==> src/rtl/state_countdown.sv <==
// Countdown timer active while currentState equals stateID: loads a clamped
// min:sec preset on entry, counts down on tick, and supports pause/resume and add-minute.
module state_countdown #(
  parameter logic [2:0] stateID = 3'd2
) (
  input  logic        clk,
  input  logic        rst_n,
  input  logic [2:0]  currentState,
  input  logic [15:0] loadValue,
  input  logic        tick,
  input  logic        toggle,
  input  logic        increase,
  output logic [15:0] digitsOut,
  output logic        running,
  output logic        finished
);

  typedef enum logic [1:0] {IDLE, RUN, PAUSED, DONE} state_t;

  state_t     state;
  logic [2:0] prev_state;
  logic [7:0] min, sec;
  logic       active, entry;

  function automatic logic [7:0] clamp59(input logic [7:0] v);
    return (v > 8'd59) ? 8'd59 : v;
  endfunction

  assign active    = (currentState == stateID);
  assign entry     = active && (prev_state != stateID);
  assign digitsOut = {min, sec};

  always_ff @(posedge clk or negedge rst_n) begin
    if (!rst_n) begin
      state      <= IDLE;
      prev_state <= 3'd0;
      min        <= 8'd0;
      sec        <= 8'd0;
      running    <= 1'b0;
      finished   <= 1'b0;
    end else begin
      prev_state <= currentState;
      if (!active) begin
        state    <= IDLE;
        running  <= 1'b0;
        finished <= 1'b0;
      end else if (entry) begin
        min      <= clamp59(loadValue[15:8]);
        sec      <= clamp59(loadValue[7:0]);
        state    <= RUN;
        running  <= 1'b1;
        finished <= 1'b0;
      end else begin
        unique case (state)
          RUN: begin
            // A zero preset sits in RUN for one cycle before expiring here
            if (min == 8'd0 && sec == 8'd0) begin
              state    <= DONE;
              running  <= 1'b0;
              finished <= 1'b1;
            end else if (toggle) begin
              state   <= PAUSED;
              running <= 1'b0;
            end else if (tick) begin
              if (sec != 8'd0) begin
                sec <= sec - 8'd1;
                if (min == 8'd0 && sec == 8'd1) begin
                  state    <= DONE;
                  running  <= 1'b0;
                  finished <= 1'b1;
                end
              end else begin
                min <= min - 8'd1;
                sec <= 8'd59;
              end
            end
          end
          PAUSED: begin
            if (increase && min < 8'd59) min <= min + 8'd1;
            if (toggle) begin
              state   <= RUN;
              running <= 1'b1;
            end
          end
          DONE: begin
            running  <= 1'b0;
            finished <= 1'b1;
          end
          default: begin
            running  <= 1'b0;
            finished <= 1'b0;
          end
        endcase
      end
    end
  end

endmodule

==> config.mk <==
export PLATFORM = sky130hd
export DESIGN_NAME = state_countdown
export DESIGN_NICKNAME = d
export VERILOG_FILES = /design/src/rtl/state_countdown.sv
export SDC_FILE = /design/constraint.sdc
export NUM_CORES = 1
export LEC_CHECK = 0
export ABC_AREA = 1
export CAP_MARGIN = 20
export CORE_MARGIN = 2
export CORE_UTILIZATION = 63
export CTS_BUF_LIST = sky130_fd_sc_hd__clkbuf_4
export DETAILED_ROUTE_END_ITERATION = 16
export DONT_BUFFER_PORTS = 1
export GPL_ROUTABILITY_DRIVEN = 0
export PLACE_DENSITY = 0.79
export SYNTH_ARGS = -nofsm -noshare
export SYNTH_HDL_FRONTEND = slang
export SYNTH_SLANG_ARGS = --single-unit
==> constraint.sdc <==
create_clock -name clk -period 2.93 [get_ports clk]
set_input_delay 0.586 -clock clk [delete_from_list [all_inputs] [get_ports clk]]
set_output_delay 0.586 -clock clk [all_outputs]
set_load 0.005 [all_outputs]
==> metrics.md, run 1 <==
| Metric | Value |
|---|---|
| Most common cell type on the critical path | `nand2_1` |
| Share of layout cells above drive strength 1 | `8.90%` |
| Net Sw Frac | `48.9%` |
| Commonest non-fill, non-tap cells in the layout | `nand2_1 (95), inv_1 (34), nor2_1 (25)` |
| Crit share post-route | `77.2%` |
| Worst-Margin Slew | `0.525 ns` |
| Cell breakdown of the critical path | `inv_1 -> ha_1 -> inv_1 -> ha_1 -> nand2_1 -> nor2_1 -> nand2_1 -> nand3_1 -> nand2_1 -> nand3_1 -> nand2_1 -> nand3_1 -> nand2_1` |
| Die Wd | `59.4 um` |
| Post-synth cell types | `31` |
| Comb pwr share | `54.9%` |
| WP data required | `3.15 ns` |
| Core Region | `2980 um2` |
| Crit path launch type | `flip-flop` |
| Vias per inst | `5.66` |
| # DRC | `0` |
| Most common cell after layout, fill and taps aside | `nand2_1` |
| Worst rel slew slack | `64.9%` |
| Worst Setup End Kind | `flip-flop` |
| Drt total wl | `4210 um` |
| Unrepaired setup endpoints after global routing | `no` |
| Post-DRT Antenna Nets | `0` |
| TNS Setup | `0 ns` |
| Post-CTS Setup Bufs | `0` |
| Htree depth | `1` |
| Final net count | `329` |
| CTS Buffer Depth | `2` |
| Endpoints failing setup | `0` |
| Initial antenna violation count | `0` |
| Tmin final | `2.26 ns` |
| Min-Delay Path Class | `primary input to flip-flop` |
| GRT Util Overall | `26.4%` |
| Clock sinks | `23` |
| Hold bufs inserted after CTS | `1` |
| First-pass GRT wire length | `7230 um` |
| Area grow syn2layout | `4.59%` |
| Vias | `1,839` |
| Pin count of the biggest net entering global routing | `24` |
| Max-cap violations | `0` |
| Number of antenna diodes | `0` |
| Hold Crit Depth | `0` |
| Power share of the clock group | `9.6%` |
| Post-route setup slack | `0.669 ns` |
| Switch Pwr | `0.000765 W` |
| Seq pwr share | `35.5%` |
| Die area | `3530 um2` |
| Status | `finished clean` |
| Post-synth ARST share | `100%` |
| Final Core Density | `68.0%` |
| Sequential area share after synthesis | `29.7%` |
| Die Y-Extent | `59.4 um` |
| Pint | `0.000801 W` |
| Worst-path fanout max | `10` |
| Post-Syn Area per Cell | `6.74 um2` |
| Dpl cell area | `1970 um2` |
| Max-slew violations | `0` |
| R2R depth | `13` |
| Synth Register Bits | `23` |
| P_leak | `1.09 nW` |
| Hold Violations, Final | `0` |
| Core Rows | `20` |
| Input/output buffers | `0` |
| Clock Root Buffer | `clkbuf_4` |
| Max Clk Rate | `442 MHz` |
| Synth Flop Type | `dfrtp_1` |
| Yosys Warn Count | `0` |
| Post-Synthesis Cell Area | `1940 um2` |
| WS Path Type | `flip-flop to flip-flop` |
| Design area | `2020 um2` |
| Crit-path slowest cell | `dfrtp_1` |
| Vias in the first global route | `1,734` |
| Fill cell count | `273` |
| Initial Util | `65.0%` |
| Worst-path clk slew | `0.13 ns` |
| Post-DP HPWL | `3190 um` |
| Data arrival time of the critical path | `2.48 ns` |
| Routed len/inst | `12.9 um` |
| Clk_skew | `0.00966 ns` |
| Gate count of the mapped netlist | `287` |
| # resized after CTS | `0` |
| Latest clock arrival within the worst-skew pair | `0.32 ns` |
| Num CTS Buffers | `3` |
| CP max stage delay | `0.44 ns` |
| Synth Net Count | `323` |
| EDFF count, synth | `0` |
| Placement Setup Slack | `0.708 ns` |
| CTS tree | `yes` |
| Initial drt markers | `106` |
| IO Count | `42` |
| TritonRoute pass-1 iters | `4` |
| PD cells | `773 nW/um2` |
| GRT overflow | `0` |
| VDD IR max | `0.000420 V` |
==> stage by stage <==
stage / std cells / power, W / hold slack [ns]
floorplan: 287 / 0.00123 / 0.290
global placement: 319 / 0.00139 / 0.291
detailed placement: 319 / 0.00140 / 0.291
CTS: 324 / 0.00156 / 0.275
global route: 325 / 0.00174 / 0.259
finish: 325 / 0.00157 / 0.274
==> cell type report <==
type                    instances  area [um2]  area share, %
multi-input cells             226        1210           59.6
well taps                      33        41.3           2.04
repair buffers                  3        32.5           1.61
inverters                      36         140           6.92
clock inverters                 1        5.00          0.247
flip-flops and latches         23         576           28.4
clock buffers                   3        22.5           1.11
==> worst max-delay path, delay by kind of cell, from the launching register on <==
| family | cells | cell delay, ns |
|---|---|---|
| and+or+nand+nor | 9 | 0.73 |
| buffers and inverters | 2 | 0.32 |
| DFF | 1 | 0.44 |
| adders and majority gates | 2 | 0.69 |
==> registers in the layout, indices dropped and copies added (netlist names) <==
signal      count
sec             8
running         1
min             8
prev_state      3
finished        1
state           2
==> logic make-up (layout without fill, tap and decap cells) <==
family                   after synthesis  after routing  synth area share [%]
buffers and inverters                 38             43                  7.89
AO/OA/AOI/OAI                         28             28                  8.40
flip-flops                            23             23                  29.7
adder cells (fa/ha/maj)               12             12                  8.14
XOR/XNOR                               8              8                  3.62
AND/OR/NAND/NOR                      178            178                  42.2
==> path summary, 6_finish.rpt <==
check / startpoint / to / slack [ns]
max in group asynchronous: rst_n / sec[2]$_DFFE_PN0P_ / 1.79
setup / recovery: state[0]$_DFFE_PN0P_ / min[5]$_DFFE_PN0P_ / 0.67
setup reg to reg: state[0]$_DFFE_PN0P_ / min[5]$_DFFE_PN0P_ / 0.67
min in group asynchronous: rst_n / state[0]$_DFFE_PN0P_ / 0.66
hold / removal: currentState[1] / prev_state[1]$_DFF_PN0_ / 0.27
hold reg to reg: finished$_DFFE_PN0P_ / finished$_DFFE_PN0P_ / 0.53
==> cells in the mapped netlist, types with 2 or more instances <==
library cell | number | area share [%]
nand2_4 | 3 | 1.7
nor3_1 | 3 | 0.78
o21ai_0 | 12 | 3.1
nor2_1 | 25 | 4.8
dfrtp_1 | 23 | 30
nand4_1 | 11 | 3.6
a21oi_1 | 8 | 2.1
ha_1 | 11 | 7.1
o21ai_1 | 4 | 1.0
nand2_2 | 5 | 1.6
nand3_1 | 22 | 5.7
nand3b_1 | 3 | 1.2
xnor2_1 | 3 | 1.4
nor2_2 | 4 | 1.3
or2_2 | 2 | 0.65
inv_1 | 34 | 6.6
xor2_1 | 5 | 2.3
nand2_1 | 95 | 18
o211ai_1 | 2 | 0.78
==> power groups by stage <==
stage	Sequential (W)	Combinational, W	Clock (W)
detailed placement	0.000564	0.000839	0
floorplan	0.000524	0.000709	0
global placement	0.000564	0.000821	0
global route	0.000581	0.000992	0.000163
CTS	0.000557	0.000854	0.000154
finish	0.000555	0.000860	0.000151
==> routing by layer <==
metal / up-vias / GRT usage, % / routed length [um]
met5: - / 0 / 0
met4: 0 / 12.0 / 93
met3: 9 / 3.06 / 227
met2: 62 / 43.5 / 1970
met1: 832 / 34.5 / 1920
li1: 936 / - / -
No activity file was read; power rests on OpenSTA's default activity.
==> inputs of run 2 (changes only) <==
Clock period 2.93 ns to 2.1 ns, I/O delays scaled along.
==> metrics.md, run 2 (synthesis gave the netlist of run 1 again) <==
| Metric | Value |
|---|---|
| Initial drt markers | `87 (-18%)` |
| Die Wd | `59.4 um (unchanged)` |
| Share of layout cells above drive strength 1 | `10.2% (+1.3 points)` |
| Core Rows | `20 (unchanged)` |
| Worst rel slew slack | `61.6% (-3.3 points)` |
| # DRC | `0 (unchanged)` |
| CTS Buffer Depth | `2 (unchanged)` |
| R2R depth | `13 (unchanged)` |
| CTS tree | `yes` |
| Crit share post-route | `92.0% (+15 points)` |
| Flop2flop setup slack | `0.17 ns (-0.50 ns)` |
| GRT overflow | `0 (unchanged)` |
| TNS Setup | `0 ns (unchanged)` |
| Min-Delay Path Class | `primary input to flip-flop` |
| Initial antenna violation count | `0 (unchanged)` |
| WS Path Type | `flip-flop to flip-flop` |
| Drt total wl | `4270 um (+1.4%)` |
| Commonest non-fill, non-tap cells in the layout | `nand2_1 (95), inv_1 (33), nor2_1 (25)` |
| Reg2reg start | `state[0]$_DFFE_PN0P_` |
| Die area | `3530 um2 (unchanged)` |
| Post-DRT Antenna Nets | `0 (unchanged)` |
| Vias in the first global route | `1,679 (-3.2%)` |
| Clk_skew | `0.00279 ns (-0.00687 ns)` |
| Clock Root Buffer | `clkbuf_4` |
| IO Count | `42 (unchanged)` |
| Endpoints failing setup | `0 (unchanged)` |
| Hold Crit Depth | `0 (unchanged)` |
| Reg2reg end | `min[5]$_DFFE_PN0P_` |
| VDD IR max | `0.000685 V (+63%)` |
| Area grow syn2layout | `5.88%` |
| Htree depth | `1 (unchanged)` |
| Vias | `1,800 (-2.1%)` |
| Data arrival time of the critical path | `2.15 ns (-0.33 ns)` |
| Initial Util | `65.0% (unchanged)` |
| Input/output buffers | `0 (unchanged)` |
| HP Start | `currentState[0]` |
| First-pass GRT wire length | `7170 um (-0.86%)` |
| Number of antenna diodes | `0 (unchanged)` |
| Fill cell count | `274 (+0.37%)` |
| Worst min-delay path endpoint | `prev_state[0]$_DFF_PN0_` |
| Worst-path clk slew | `0.13 ns (about the same)` |
| Max-cap violations | `0 (unchanged)` |
| Worst Setup End Kind | `flip-flop` |
| Post-CTS Setup Bufs | `0 (unchanged)` |
| WP data required | `2.32 ns (-0.83 ns)` |
| Die Y-Extent | `59.4 um (unchanged)` |
| Clock sinks | `23 (unchanged)` |
| TritonRoute pass-1 iters | `4 (unchanged)` |
| Final net count | `332 (+0.91%)` |
| Core Region | `2980 um2 (unchanged)` |
| Crit path launch type | `flip-flop` |
| Max-slew violations | `0 (unchanged)` |
| PD cells | `1070 nW/um2 (+38%)` |
| P_leak | `1.11 nW (+1.4%)` |
| GRT Util Overall | `26.6% (+0.17 points)` |
| Tmin final | `1.93 ns (-0.330 ns)` |
| Post-DP HPWL | `3300 um (+3.5%)` |
| Unrepaired setup endpoints after global routing | `no` |
| Pin count of the biggest net entering global routing | `24 (unchanged)` |
| Routed len/inst | `13.0 um (+0.52%)` |
| Hold Violations, Final | `0 (unchanged)` |
| Most common cell after layout, fill and taps aside | `nand2_1` |
| Vias per inst | `5.49 (-3.0%)` |
| Total power | `0.00219 W (+40%)` |
| Worst-path fanout max | `8 (-2)` |
| Worst-Margin Slew | `0.575 ns (+0.0499 ns)` |
| Latest clock arrival within the worst-skew pair | `0.31 ns (about the same)` |
| Max Clk Rate | `518 MHz (+17%)` |
| Num CTS Buffers | `3 (unchanged)` |
| Biggest regs | `min: 8 flops, sec: 8 flops, prev_state: 3 flops` |
| Status | `finished clean` |
==> run 2: cell types whose count changed in the layout (fill, tap and decap cells not counted) <==
cell / previous run / this run
clkinv_2: 1 / 0
inv_2: 1 / 2
buf_4: 1 / 4
inv_1: 34 / 33
clkbuf_4: 3 / 4
==> run 2: stage by stage <==
step	hold slack (ns)	setup WS (ns)	std cells	area, um2	utilization [%]
global placement	0.125	0.150	322	1990	67.0
global route	0.104	0.0176	328	2050	68.8
CTS	0.117	0.0873	327	2030	68.3
floorplan	0.124	0.162	287	1940	-
detailed placement	0.125	0.115	322	1990	67.0
finish	0.118	0.168	328	2050	68.8
==> run 2: worst max path at each step <==
stage	slack, ns	to	from	cells past startpoint
after floorplan	0.16	min[5]$_DFFE_PN0P_	state[0]$_DFFE_PN0P_	13
after global placement	0.15	min[5]$_DFFE_PN0P_	state[0]$_DFFE_PN0P_	13
after detailed placement	0.11	min[3]$_DFFE_PN0P_	state[0]$_DFFE_PN0P_	11
after CTS	0.09	min[3]$_DFFE_PN0P_	state[0]$_DFFE_PN0P_	11
after global routing	0.02	min[5]$_DFFE_PN0P_	state[0]$_DFFE_PN0P_	13
final	0.17	min[5]$_DFFE_PN0P_	state[0]$_DFFE_PN0P_	13
==> run 2: repair_timing <==
item,CTS,global route
hold endpoints to repair,23,0
hold buffers,1,0
setup endpoints to repair,0,5
gates resized for setup,0,1
==> run 2: report_power, final <==
| group | internal (W) | switching (W) | leakage (nW) | total, W |
|---|---|---|---|---|
| Combinational | 0.000478 | 0.000705 | 0.794 | 0.00118 |
| Sequential | 0.000566 | 0.000211 | 0.293 | 0.000776 |
| Clock | 0.0000870 | 0.000140 | 0.0184 | 0.000227 |
| Total | 0.00113 | 0.00106 | 1.11 | 0.00219 |
==> run 2: cell type report <==
cell class,instances,area (um2),share of cell area (%)
repair buffers,6,55.1,2.69
multi-input cells,226,1210,58.9
inverters,36,140,6.84
flip-flops and latches,23,576,28.1
clock buffers,4,30.0,1.47
well taps,33,41.3,2.01
==> run 2: critical path, stage by stage, from the launching register on <==
cell	delay (ns)
dfrtp_1	0.44
inv_1	0.07
ha_1	0.18
inv_2	0.10
ha_1	0.37
nand2_1	0.12
nor2_1	0.11
nand2_1	0.07
nand3_1	0.08
nand2_1	0.05
nand3_1	0.07
nand2_1	0.05
nand3_1	0.08
nand2_1	0.06
==> run 2: routing by layer <==
layer	vias up	wire length (um)	GRT usage, %
met5	-	0	0
met1	808	1980	36.4
met3	4	217	3.49
met4	0	37	8.12
li1	940	-	-
met2	48	2030	43.5
==> inputs of run 3 (changes only) <==
Settings changed: CAP_MARGIN 20 to 40.
==> metrics.md, run 3 (synthesis gave the netlist of run 1 again) <==
| Metric | Value |
|---|---|
| VDD IR max | `0.000685 V (unchanged)` |
| P_leak | `1.11 nW (unchanged)` |
| Worst-path clk slew | `0.13 ns (about the same)` |
| Core Region | `2980 um2 (unchanged)` |
| HP Start | `currentState[0]` |
| Worst-Margin Slew | `0.575 ns (unchanged)` |
| CP max stage delay | `0.44 ns (about the same)` |
| Vias in the first global route | `1,679 (unchanged)` |
| Share of layout cells above drive strength 1 | `10.2% (unchanged)` |
| Htree depth | `1 (unchanged)` |
| Buf+Inv Stages, Crit Path | `2 (unchanged)` |
| Area grow syn2layout | `5.88% (unchanged)` |
| Biggest regs | `min: 8 flops, sec: 8 flops, prev_state: 3 flops` |
| Cell breakdown of the critical path | `inv_1 -> ha_1 -> inv_2 -> ha_1 -> nand2_1 -> nor2_1 -> nand2_1 -> nand3_1 -> nand2_1 -> nand3_1 -> nand2_1 -> nand3_1 -> nand2_1` |
| First-pass GRT wire length | `7170 um (unchanged)` |
| CTS tree | `yes` |
| Input/output buffers | `0 (unchanged)` |
| Routed len/inst | `13.0 um (unchanged)` |
| FF+latch area | `576 um2 (unchanged)` |
| Post-DRT Antenna Nets | `0 (unchanged)` |
| Endpoints failing setup | `0 (unchanged)` |
| Final net count | `332 (unchanged)` |
| Number of antenna diodes | `0 (unchanged)` |
| Pin count of the biggest net entering global routing | `24 (unchanged)` |
| Drt total wl | `4270 um (unchanged)` |
| Max-slew violations | `0 (unchanged)` |
| WP data required | `2.32 ns (about the same)` |
| Max-cap violations | `0 (unchanged)` |
| Most common cell type on the critical path | `nand2_1` |
| Initial Util | `65.0% (unchanged)` |
| Status | `finished clean` |
| TritonRoute pass-1 iters | `4 (unchanged)` |
| Vias per inst | `5.49 (unchanged)` |
| Unrepaired setup endpoints after global routing | `no` |
| CTS Buffer Depth | `2 (unchanged)` |
| Initial antenna violation count | `0 (unchanged)` |
| WS Path Type | `flip-flop to flip-flop` |
| Commonest non-fill, non-tap cells in the layout | `nand2_1 (95), inv_1 (33), nor2_1 (25)` |
| Area occupied by multi-input gates | `1210 um2 (unchanged)` |
| Clk_skew | `0.00279 ns (unchanged)` |
| Post-Place Cells | `322 (unchanged)` |
| Latest clock arrival within the worst-skew pair | `0.31 ns (about the same)` |
| Flop2flop setup slack | `0.17 ns (about the same)` |
| Core Rows | `20 (unchanged)` |
| Reg2reg start | `state[0]$_DFFE_PN0P_` |
| Clock Root Buffer | `clkbuf_4` |
| Crit share post-route | `92.0% (unchanged)` |
| Data arrival time of the critical path | `2.15 ns (about the same)` |
| Reg2reg end | `min[5]$_DFFE_PN0P_` |
| Worst-path fanout max | `8 (unchanged)` |
| Vias | `1,800 (unchanged)` |
| Die Y-Extent | `59.4 um (unchanged)` |
| Hold Violations, Final | `0 (unchanged)` |
| Crit path launch type | `flip-flop` |
| Clock sinks | `23 (unchanged)` |
| R2R depth | `13 (unchanged)` |
| # DRC | `0 (unchanged)` |
| IO Count | `42 (unchanged)` |
| Fill cell count | `274 (unchanged)` |
| Total power | `0.00219 W (unchanged)` |
| Worst Setup End Kind | `flip-flop` |
| Num CTS Buffers | `3 (unchanged)` |
| TNS Setup | `0 ns (unchanged)` |
| Most common cell after layout, fill and taps aside | `nand2_1` |
| Die area | `3530 um2 (unchanged)` |
| Crit-path slowest cell | `dfrtp_1` |
| Min-Delay Path Class | `primary input to flip-flop` |
| GRT Util Overall | `26.6% (unchanged)` |
| PD cells | `1070 nW/um2 (unchanged)` |
| GRT overflow | `0 (unchanged)` |
| Post-CTS Setup Bufs | `0 (unchanged)` |
| Max Clk Rate | `518 MHz (unchanged)` |
| Worst setup path endpoint | `min[5]$_DFFE_PN0P_` |
| Tmin final | `1.93 ns (unchanged)` |
| Stages on worst setup path | `13 (unchanged)` |
| Worst rel slew slack | `61.6% (unchanged)` |
| Worst Setup SP | `state[0]$_DFFE_PN0P_` |
| Post-Layout Cell Count | `328 (unchanged)` |
| Cell family with most CP delay | `simple AND/OR/NAND/NOR gates` |
| Initial drt markers | `87 (unchanged)` |
| Post-DP HPWL | `3300 um (unchanged)` |
| Die Wd | `59.4 um (unchanged)` |
-- run 3: cell counts in the layout (fill, tap and decap cells not counted) --
Identical to the previous run, type by type.
-- run 3: report_power, final --
part / switching, W / total, W / internal (W)
sequential: 0.000211 / 0.000776 / 0.000566
clock: 0.000140 / 0.000227 / 0.0000870
combinational: 0.000705 / 0.00118 / 0.000478
-- run 3: what timing repair did --
| item | in CTS | in global routing |
|---|---|---|
| gates resized for setup | 0 | 1 |
| hold buffers | 1 | 0 |
| hold endpoints to repair | 23 | 0 |
| endpoints found under the setup margin | 0 | 5 |
-- run 3: area by class of cell --
class	instances	area share [%]
multi-input combinational	226	58.9
sequential	23	28.1
inverter	36	6.84
timing repair buffer	6	2.69
tap	33	2.01
clock buffer	4	1.47
-- run 3: how the worst min path moves through the flow --
stage | to | slack (ns) | cells past startpoint
final | prev_state[0]$_DFF_PN0_ | 0.12 | 0
after global routing | prev_state[1]$_DFF_PN0_ | 0.10 | 0
after CTS | prev_state[0]$_DFF_PN0_ | 0.12 | 0
after detailed placement | state[1]$_DFFE_PN0P_ | 0.12 | 0
after global placement | finished$_DFFE_PN0P_ | 0.12 | 0
after floorplan | finished$_DFFE_PN0P_ | 0.12 | 0
-- run 3: metrics by stage --
stage               cell area, um2  utilization (%)  setup slack (ns)  hold WS [ns]
finish                        2050             68.8             0.168         0.118
global route                  2050             68.8            0.0176         0.104
CTS                           2030             68.3            0.0873         0.117
detailed placement            1990             67.0             0.115         0.125
global placement              1990             67.0             0.150         0.125
floorplan                     1940                -             0.162         0.124
-- run 3: per-layer routing --
layer / share of wire [%] / global-route usage, %
met2: 48 / 43.5
met5: 0 / 0
met4: 0.87 / 8.12
met3: 5.1 / 3.49
met1: 46 / 36.4
